`config.mk`:
```
export PLATFORM = sky130hd
export DESIGN_NAME = i_decode
export DESIGN_NICKNAME = d
export VERILOG_FILES = /design/src/rtl/datapath_pkg.sv /design/src/rtl/i_decode_reg_file.sv /design/src/rtl/i_decode.sv
export SDC_FILE = /design/constraint.sdc
export NUM_CORES = 2
export LEC_CHECK = 0
export ABC_CLOCK_PERIOD_IN_PS = 2570
export BUFFER_PORTS_ARGS = -buffer_cell sky130_fd_sc_hd__buf_2
export CAP_MARGIN = 20
export CORE_MARGIN = 2
export CORE_UTILIZATION = 41
export DETAILED_ROUTE_END_ITERATION = 8
export MAX_ROUTING_LAYER = met4
export SYNTH_ARGS = -nofsm -noshare
export SYNTH_HDL_FRONTEND = slang
export SYNTH_SLANG_ARGS = --single-unit
```
`constraint.sdc`:
```
create_clock -name clk -period 2.57 [get_ports clk]
set_input_delay 0.6425 -clock clk [delete_from_list [all_inputs] [get_ports clk]]
set_output_delay 0.6425 -clock clk [all_outputs]
set_load 0.005 [all_outputs]
```
`src/rtl/datapath_pkg.sv`:
```
// Shared definitions for the 5-stage datapath.
// Holds the opcode constants, the ALUOp encodings, the control bundle widths
// and the decode helpers used by the decode stage and its register file.
package datapath_pkg;

    localparam int WB_W   = 2;
    localparam int M_W    = 3;
    localparam int EX_W   = 4;
    localparam int REG_AW = 5;

    localparam logic [5:0] OP_RTYPE = 6'b000000;
    localparam logic [5:0] OP_LW    = 6'b100011;
    localparam logic [5:0] OP_SW    = 6'b101011;
    localparam logic [5:0] OP_BEQ   = 6'b000100;

    localparam logic [1:0] ALUOP_ADD  = 2'b00;
    localparam logic [1:0] ALUOP_SUB  = 2'b01;
    localparam logic [1:0] ALUOP_FUNC = 2'b10;

    // wb = {RegWrite, MemtoReg}, m = {Branch, MemRead, MemWrite},
    // ex = {RegDst, ALUOp[1:0], ALUSrc}
    typedef struct packed {
        logic [WB_W-1:0] wb;
        logic [M_W-1:0]  m;
        logic [EX_W-1:0] ex;
    } ctrl_t;

    localparam ctrl_t CTRL_NOP = ctrl_t'({(WB_W + M_W + EX_W){1'b0}});

    // Control decode of a 32-bit instruction word. The all-zero word is the
    // flush/no-op pattern and must not write r0-style garbage back, so it
    // yields an all-zero bundle even though its opcode is R-type.
    function automatic ctrl_t decode_ctrl(input logic [31:0] instr);
        ctrl_t c;
        c = CTRL_NOP;
        case (instr[31:26])
            OP_RTYPE: begin
                if (instr != 32'h0000_0000) begin
                    c.wb = 2'b10;
                    c.ex = {1'b1, ALUOP_FUNC, 1'b0};
                end else begin
                    c = CTRL_NOP;
                end
            end
            OP_LW: begin
                c.wb = 2'b11;
                c.m  = 3'b010;
                c.ex = {1'b0, ALUOP_ADD, 1'b1};
            end
            OP_SW: begin
                c.m  = 3'b001;
                c.ex = {1'b0, ALUOP_ADD, 1'b1};
            end
            OP_BEQ: begin
                c.m  = 3'b100;
                c.ex = {1'b0, ALUOP_SUB, 1'b0};
            end
            default: c = CTRL_NOP;
        endcase
        return c;
    endfunction

endpackage

```
`src/rtl/i_decode_reg_file.sv`:
```
// 32x32 register file for the decode stage.
// Ports: clk/rst (sync, active-high, clears all registers), two combinational
// read ports (rd_addr1/rd_data1, rd_addr2/rd_data2) and one synchronous write
// port (wr_en, wr_addr, wr_data). Register 0 always reads zero, and a read of
// the register being written in the same cycle returns the new data.
module reg_file
    import datapath_pkg::*;
#(
    parameter int DWIDTH = 32,
    parameter int NREGS  = 32
) (
    input  logic              clk,
    input  logic              rst,
    input  logic [REG_AW-1:0] rd_addr1,
    input  logic [REG_AW-1:0] rd_addr2,
    output logic [DWIDTH-1:0] rd_data1,
    output logic [DWIDTH-1:0] rd_data2,
    input  logic              wr_en,
    input  logic [REG_AW-1:0] wr_addr,
    input  logic [DWIDTH-1:0] wr_data
);

    logic [DWIDTH-1:0] regs_r [NREGS];
    logic              wr_live_s;

    // A write to r0 is discarded, so it must not bypass either.
    assign wr_live_s = wr_en && (wr_addr != {REG_AW{1'b0}});

    // Storage: reset clear has priority, so no write lands on a reset edge.
    always_ff @(posedge clk) begin
        if (rst) begin
            for (int i = 0; i < NREGS; i++) begin
                regs_r[i] <= {DWIDTH{1'b0}};
            end
        end else if (wr_live_s) begin
            regs_r[wr_addr] <= wr_data;
        end
    end

    // Read port 1 with zero register and write-back bypass.
    always_comb begin
        if (rd_addr1 == {REG_AW{1'b0}}) begin
            rd_data1 = {DWIDTH{1'b0}};
        end else if (wr_live_s && (wr_addr == rd_addr1)) begin
            rd_data1 = wr_data;
        end else begin
            rd_data1 = regs_r[rd_addr1];
        end
    end

    // Read port 2 with zero register and write-back bypass.
    always_comb begin
        if (rd_addr2 == {REG_AW{1'b0}}) begin
            rd_data2 = {DWIDTH{1'b0}};
        end else if (wr_live_s && (wr_addr == rd_addr2)) begin
            rd_data2 = wr_data;
        end else begin
            rd_data2 = regs_r[rd_addr2];
        end
    end

endmodule

```
`src/rtl/i_decode.sv`:
```
// Instruction-decode stage: IF/ID latch, register file read with write-back
// bypass, control decode (R-type, lw, sw, beq) and the ID/EX latch.
// Ports: clk, rst (sync, active-high); instr_in/npc_in from fetch; stall holds
// IF/ID and bubbles ID/EX; flush zeroes IF/ID and bubbles ID/EX (flush wins
// over stall); wb_* is the write-back port; id_ex_* are the registered
// control bundles and data fields for execute.
module i_decode
    import datapath_pkg::*;
#(
    parameter int DWIDTH = 32,
    parameter int NREGS  = 32
) (
    input  logic              clk,
    input  logic              rst,
    input  logic [DWIDTH-1:0] instr_in,
    input  logic [DWIDTH-1:0] npc_in,
    input  logic              stall,
    input  logic              flush,
    input  logic              wb_reg_write,
    input  logic [4:0]        wb_write_reg,
    input  logic [DWIDTH-1:0] wb_write_data,
    output logic [WB_W-1:0]   id_ex_wb,
    output logic [M_W-1:0]    id_ex_m,
    output logic [EX_W-1:0]   id_ex_ex,
    output logic [DWIDTH-1:0] id_ex_npc,
    output logic [DWIDTH-1:0] id_ex_readdat1,
    output logic [DWIDTH-1:0] id_ex_readdat2,
    output logic [DWIDTH-1:0] id_ex_sign_ext,
    output logic [4:0]        id_ex_instr_2016,
    output logic [4:0]        id_ex_instr_1511
);

    logic [DWIDTH-1:0] if_id_instr_r;
    logic [DWIDTH-1:0] if_id_npc_r;
    logic [DWIDTH-1:0] rd_data1_s;
    logic [DWIDTH-1:0] rd_data2_s;
    logic [DWIDTH-1:0] sign_ext_s;
    ctrl_t             ctrl_s;

    reg_file #(
        .DWIDTH (DWIDTH),
        .NREGS  (NREGS)
    ) u_reg_file (
        .clk      (clk),
        .rst      (rst),
        .rd_addr1 (if_id_instr_r[25:21]),
        .rd_addr2 (if_id_instr_r[20:16]),
        .rd_data1 (rd_data1_s),
        .rd_data2 (rd_data2_s),
        .wr_en    (wb_reg_write),
        .wr_addr  (wb_write_reg),
        .wr_data  (wb_write_data)
    );

    assign ctrl_s     = decode_ctrl(if_id_instr_r[31:0]);
    assign sign_ext_s = {{(DWIDTH-16){if_id_instr_r[15]}}, if_id_instr_r[15:0]};

    // IF/ID latch: flush loads the no-op word, stall holds.
    always_ff @(posedge clk) begin
        if (rst || flush) begin
            if_id_instr_r <= {DWIDTH{1'b0}};
            if_id_npc_r   <= {DWIDTH{1'b0}};
        end else if (!stall) begin
            if_id_instr_r <= instr_in;
            if_id_npc_r   <= npc_in;
        end
    end

    // ID/EX latch: flush or stall inject a bubble; data fields keep their
    // last value since execute ignores them when every control is zero.
    always_ff @(posedge clk) begin
        if (rst) begin
            id_ex_wb         <= {WB_W{1'b0}};
            id_ex_m          <= {M_W{1'b0}};
            id_ex_ex         <= {EX_W{1'b0}};
            id_ex_npc        <= {DWIDTH{1'b0}};
            id_ex_readdat1   <= {DWIDTH{1'b0}};
            id_ex_readdat2   <= {DWIDTH{1'b0}};
            id_ex_sign_ext   <= {DWIDTH{1'b0}};
            id_ex_instr_2016 <= 5'd0;
            id_ex_instr_1511 <= 5'd0;
        end else if (flush || stall) begin
            id_ex_wb <= {WB_W{1'b0}};
            id_ex_m  <= {M_W{1'b0}};
            id_ex_ex <= {EX_W{1'b0}};
        end else begin
            id_ex_wb         <= ctrl_s.wb;
            id_ex_m          <= ctrl_s.m;
            id_ex_ex         <= ctrl_s.ex;
            id_ex_npc        <= if_id_npc_r;
            id_ex_readdat1   <= rd_data1_s;
            id_ex_readdat2   <= rd_data2_s;
            id_ex_sign_ext   <= sign_ext_s;
            id_ex_instr_2016 <= if_id_instr_r[20:16];
            id_ex_instr_1511 <= if_id_instr_r[15:11];
        end
    end

endmodule

```
* Yosys cells after proc, flatten, opt, wreduce, memory -nomap -nowiden
Memories as Yosys holds them, arrays and structs flattened. A register that Yosys moved wholly into a read port is not among the register bits. Index checks and enable logic that the tools add are counted.
Operators by class: eq/ne operators 5, mux-type cells 20, reductions and logical operators 12
Operators with widths (count):
- $mux 32 | 5
- $reduce_bool 32->1 | 1
- $reduce_or 32->1 | 1
- $pmux 7 s4 | 1
- $mux 5 | 5
- $eq 6x6->1 const B | 2
- $eq 5x5->1 | 2
- $logic_not 5->1 | 2
- $eq 6x3->1 const B | 1
- $logic_not 6->1 | 1
- $mux 1 | 6
- $reduce_bool 5->1 | 1
- $mux 4 | 1
- $pmux 2 s2 | 1
- $logic_and 1x1->1 | 3
- $logic_or 1x1->1 | 2
- $mux 2 | 1
- $reduce_or 2->1 | 1
Storage, ports and cells: input port bits 106, memories kept 1, logic and storage cells 49, bits in registers 195, memory bits (writable) 1024
Memory list:
- u_reg_file.regs_r | depth 32, width 32, rd ports 2, clocked after Yosys merged registers in 2, wr ports 32, RTL line i_decode_reg_file.sv:23 | logic [DWIDTH-1:0] regs_r [NREGS];

* Logic depth before layout (Yosys ltp)
word-level depth 7, mapped depth 8

* Modules after synthesis
Synthesis repeated with hierarchy kept, for this count alone.
Unflattened totals: cells, all modules 4686, area, all modules 62383.6 um2
Modules (own cells, without submodules):
- reg_file | cells an instance 3918, seq. area each 30749.5 um2, instances 1, area each 55723.4 um2
- i_decode | cells an instance 768, seq. area each 3763.6 um2, instances 1, area each 6660.1 um2

* Worst setup path after synthesis
OpenSTA, ideal clock, no wires.
path kind input port to flip-flop, start input wb_write_reg[2], end memory u_reg_file.regs_r[16][0], enable pin, library setup time 0.330 ns, arrival time 2.131 ns, stages 6, path slack 0.110 ns, path through buf_6 > or3_4 > nand4bb_1 > clkbuf_1 > nor2_1 > or2_2
RTL lines:
- start: declaration | RTL line i_decode.sv:20 | input logic [4:0] wb_write_reg,
- end: declaration | RTL line i_decode_reg_file.sv:23

==> flow_summary_export.csv <==
group,metric,value,unit
run_status,outcome,"finished, final reports clean",
synthesis,async_flop_share,0,%
drt,routed_wl,209000,microns
global_route,antenna_found_initial,14,
critical_path,path_class,"flop to flop",
global_route,grt_first_pass_wirelength,296000,microns
placement,place_congestion,0.858,
finish,final_cell_mix,"edfxtp_1, and2_1, mux2i_1",
synthesis,syn_area,0.0612,sq mm
drt,drcViolationCount,0,
timing,hold_violations,0,
finish,drive_above_1_share,22.5,%
timing,skew,22.1,ps
timing,setup_tns,0,ps
timing,final-setup-viol-count,0,
global_route,grt_usage,28.0,%
drt,antenna_left,0,
synthesis,synth_seq_area_share,56.7,%
synthesis,yosysTopAreaCellShare,50.2,%
clock_network,insertion_delay,800,ps
synthesis,synth_cell_type_count,55,
synthesis,synth_edf_count,1024,
clock_network,clock-sinks,1221,
pwr,p_per_area,656,mW/mm^2
clock_network,path_clk_slew,60,ps
floorplanning,initial_core_util,41.4,%
floorplanning,die_w,390,microns
drt,vias,41000,
placement,portBuffers,252,
run,max_cap_violations,0,
synthesis,synth_warnings,0,
timing,rsz0062_at_grt,"no",
placement,place_inst,6493,
critical_path,cp_data_arrival_time,3240,ps
critical_path,crit_fanout,14,
placement,hpwlAfterDp,129000,microns
drt,initialDrtViolationCount,4849,
finish,layout_commonest_cell,"edfxtp_1",
pwr,cellLeakagePower,24.4,nW
timing,maxSlewViolCount,0,
timing,worst_slew_pin_slew,874,ps
synthesis,yosys.area.top_type,"edfxtp_1",
synthesis,syn_area_per_cell,13.7,sq um
pwr,ir_worst_vdd,0.513,mV
critical_path,start_kind,"flop",
timing,post-route-period-util,97.6,%
finish,fin_cells,6750,
global_route,grt_max_degree,72,
clock_network,cts.path.max_buffers,3,
synthesis,synth_area_leaders,"edfxtp_1, and2_1, mux2i_1",
clock_network,h-tree-depth,4,
finish,final_nets,4810,
global_route,grt_overflow,0,
worst_hold_path,min-delay-path-class,"primary input to flop",
floorplanning,die_h,390,microns
critical_path,worstPathRequired,3300,ps
clock_network,cts_buffers,136,
synthesis,syn_inst,4472,
global_route,first_global_vias,40700,
drt,vias_per_cell,6.07,
floorplanning,fp.coreArea,0.148,sq mm
timing,slew_headroom,41.7,%
floorplanning,pin_count,253,
timing,fin_crit,2510,ps
floorplanning,die_area,0.152,sq mm
drt,drt-wirelength-per-cell,30.9,microns
critical_path,end_kind,"flop",
synthesis,ys.flop_type,"edfxtp_1",
floorplanning,rows,141,
timing,fmax,0.399,GHz
clock_network,clk_root_buffer_cell,"clkbuf_16",
drt,drt-pass1-iter-count,7,
finish,area_growth_syn_to_layout,16.8,%
synthesis,ys_seq_elements,1221,
clock_network,tritoncts,"built",
-- cells by family (layout without fill, tap and decap cells) --
logic type      after synthesis  in the layout  share of synthesized area, %
simple gates               1426           1426                          14.2
xor+xnor                     10             10                         0.143
compound gates              508            508                          6.09
flops                      1221           1221                          56.7
other cells                   1             38                       0.00612
buf+inv                     478            789                          3.64
mux                         828            828                          19.2
-- metrics by stage --
step	util, %	hold WS (ps)	setup WS, ps	total power, mW	area [sq um]
2_1_floorplan	-	426	110	25.5	61300
3_3_place_gp	45.3	439	-225	27.5	67000
3_5_place_dp	45.3	444	-211	27.6	67000
4_1_cts	48.3	29.4	38.9	47.1	71500
5_1_grt	48.3	44.0	10.4	48.2	71500
6_report	48.3	77.9	62.1	46.9	71500
-- worst max-delay path, stage by stage, from the launching register on --
cell and delay, ps:
dfxtp_4 500, buf_12 250, buf_4 260, mux2i_1 150, a22oi_1 220, nand4_1 340
nor4_2 530, a221o_1 170
-- cell usage after synthesis (4+ instances only) --
cell	n
mux4_1	40
dlygate4sd1_1	5
nor4_1	42
clkbuf_1	308
a21o_1	4
mux4_4	35
nand3_1	4
nor2_1	103
nor4_2	31
nand2_1	110
xnor2_1	10
buf_2	101
buf_1	12
mux4_2	185
nor4bb_1	4
buf_4	32
dfxtp_1	197
nand4_1	64
nor4b_2	5
mux2i_1	568
nor3_1	4
edfxtp_1	1024
a221o_1	62
or2_2	34
clkbuf_8	10
o22ai_1	124
a22oi_1	252
or3b_2	4
a21oi_1	55
buf_6	8
nand3b_1	9
and2_1	993
-- layer usage --
metal / vias to the layer above / GRT usage [%] / routed length (microns)
met5: - / - / 0
met4: 0 / 9.98 / 7770
met3: 348 / 6.34 / 20400
met2: 2216 / 41.8 / 94500
met1: 21000 / 37.5 / 86200
li1: 17400 / - / -
-- final cells by class --
| type | count | area [sq um] |
|---|---|---|
| timing repair buffer | 539 | 5050 |
| tap | 1930 | 2410 |
| antenna | 6 | 15.0 |
| clock buffer | 191 | 3770 |
| sequential | 1221 | 34700 |
| multi-input combinational | 2804 | 24900 |
| inverter | 2 | 7.51 |
| fill | 12700 | 76500 |
| clock inverter | 57 | 701 |
-- worst paths after layout --
check,from,to,slack (ps),cells past startpoint
max reg2reg,flop,id_ex_readdat2[29],60,7
max,flop,id_ex_readdat2[29],60,7
min reg2reg,if_id_npc_r[22],id_ex_npc[22],450,2
min,npc_in[4],if_id_npc_r[4],80,3
-- power by group --
part | switching (mW) | internal, mW
clock network | 8.54 | 11.2
registers | 0.557 | 22.4
logic | 2.50 | 1.71
total | 11.6 | 35.3
-- timing repair --
| item | 4_1_cts | 5_1_grt |
|---|---|---|
| resized for setup | 1 | 1 |
| pin swaps | 0 | 1 |
| hold buffers | 0 | 0 |
| endpoints found under the setup margin | 1 | 2 |
| setup buffers | 0 | 3 |
-- sequential cells by signal, indices dropped and copies added (netlist names), named ones only --
name	count
u_reg_file.regs_r	1024
id_ex_npc	32
id_ex_readdat1	32
id_ex_readdat2	32
if_id_instr_r	32
if_id_npc_r	32
id_ex_sign_ext	16
id_ex_instr_2016	5
id_ex_ex	3
id_ex_wb	2
id_ex_m	1
Note: power is estimated with default switching activity, not from simulation.
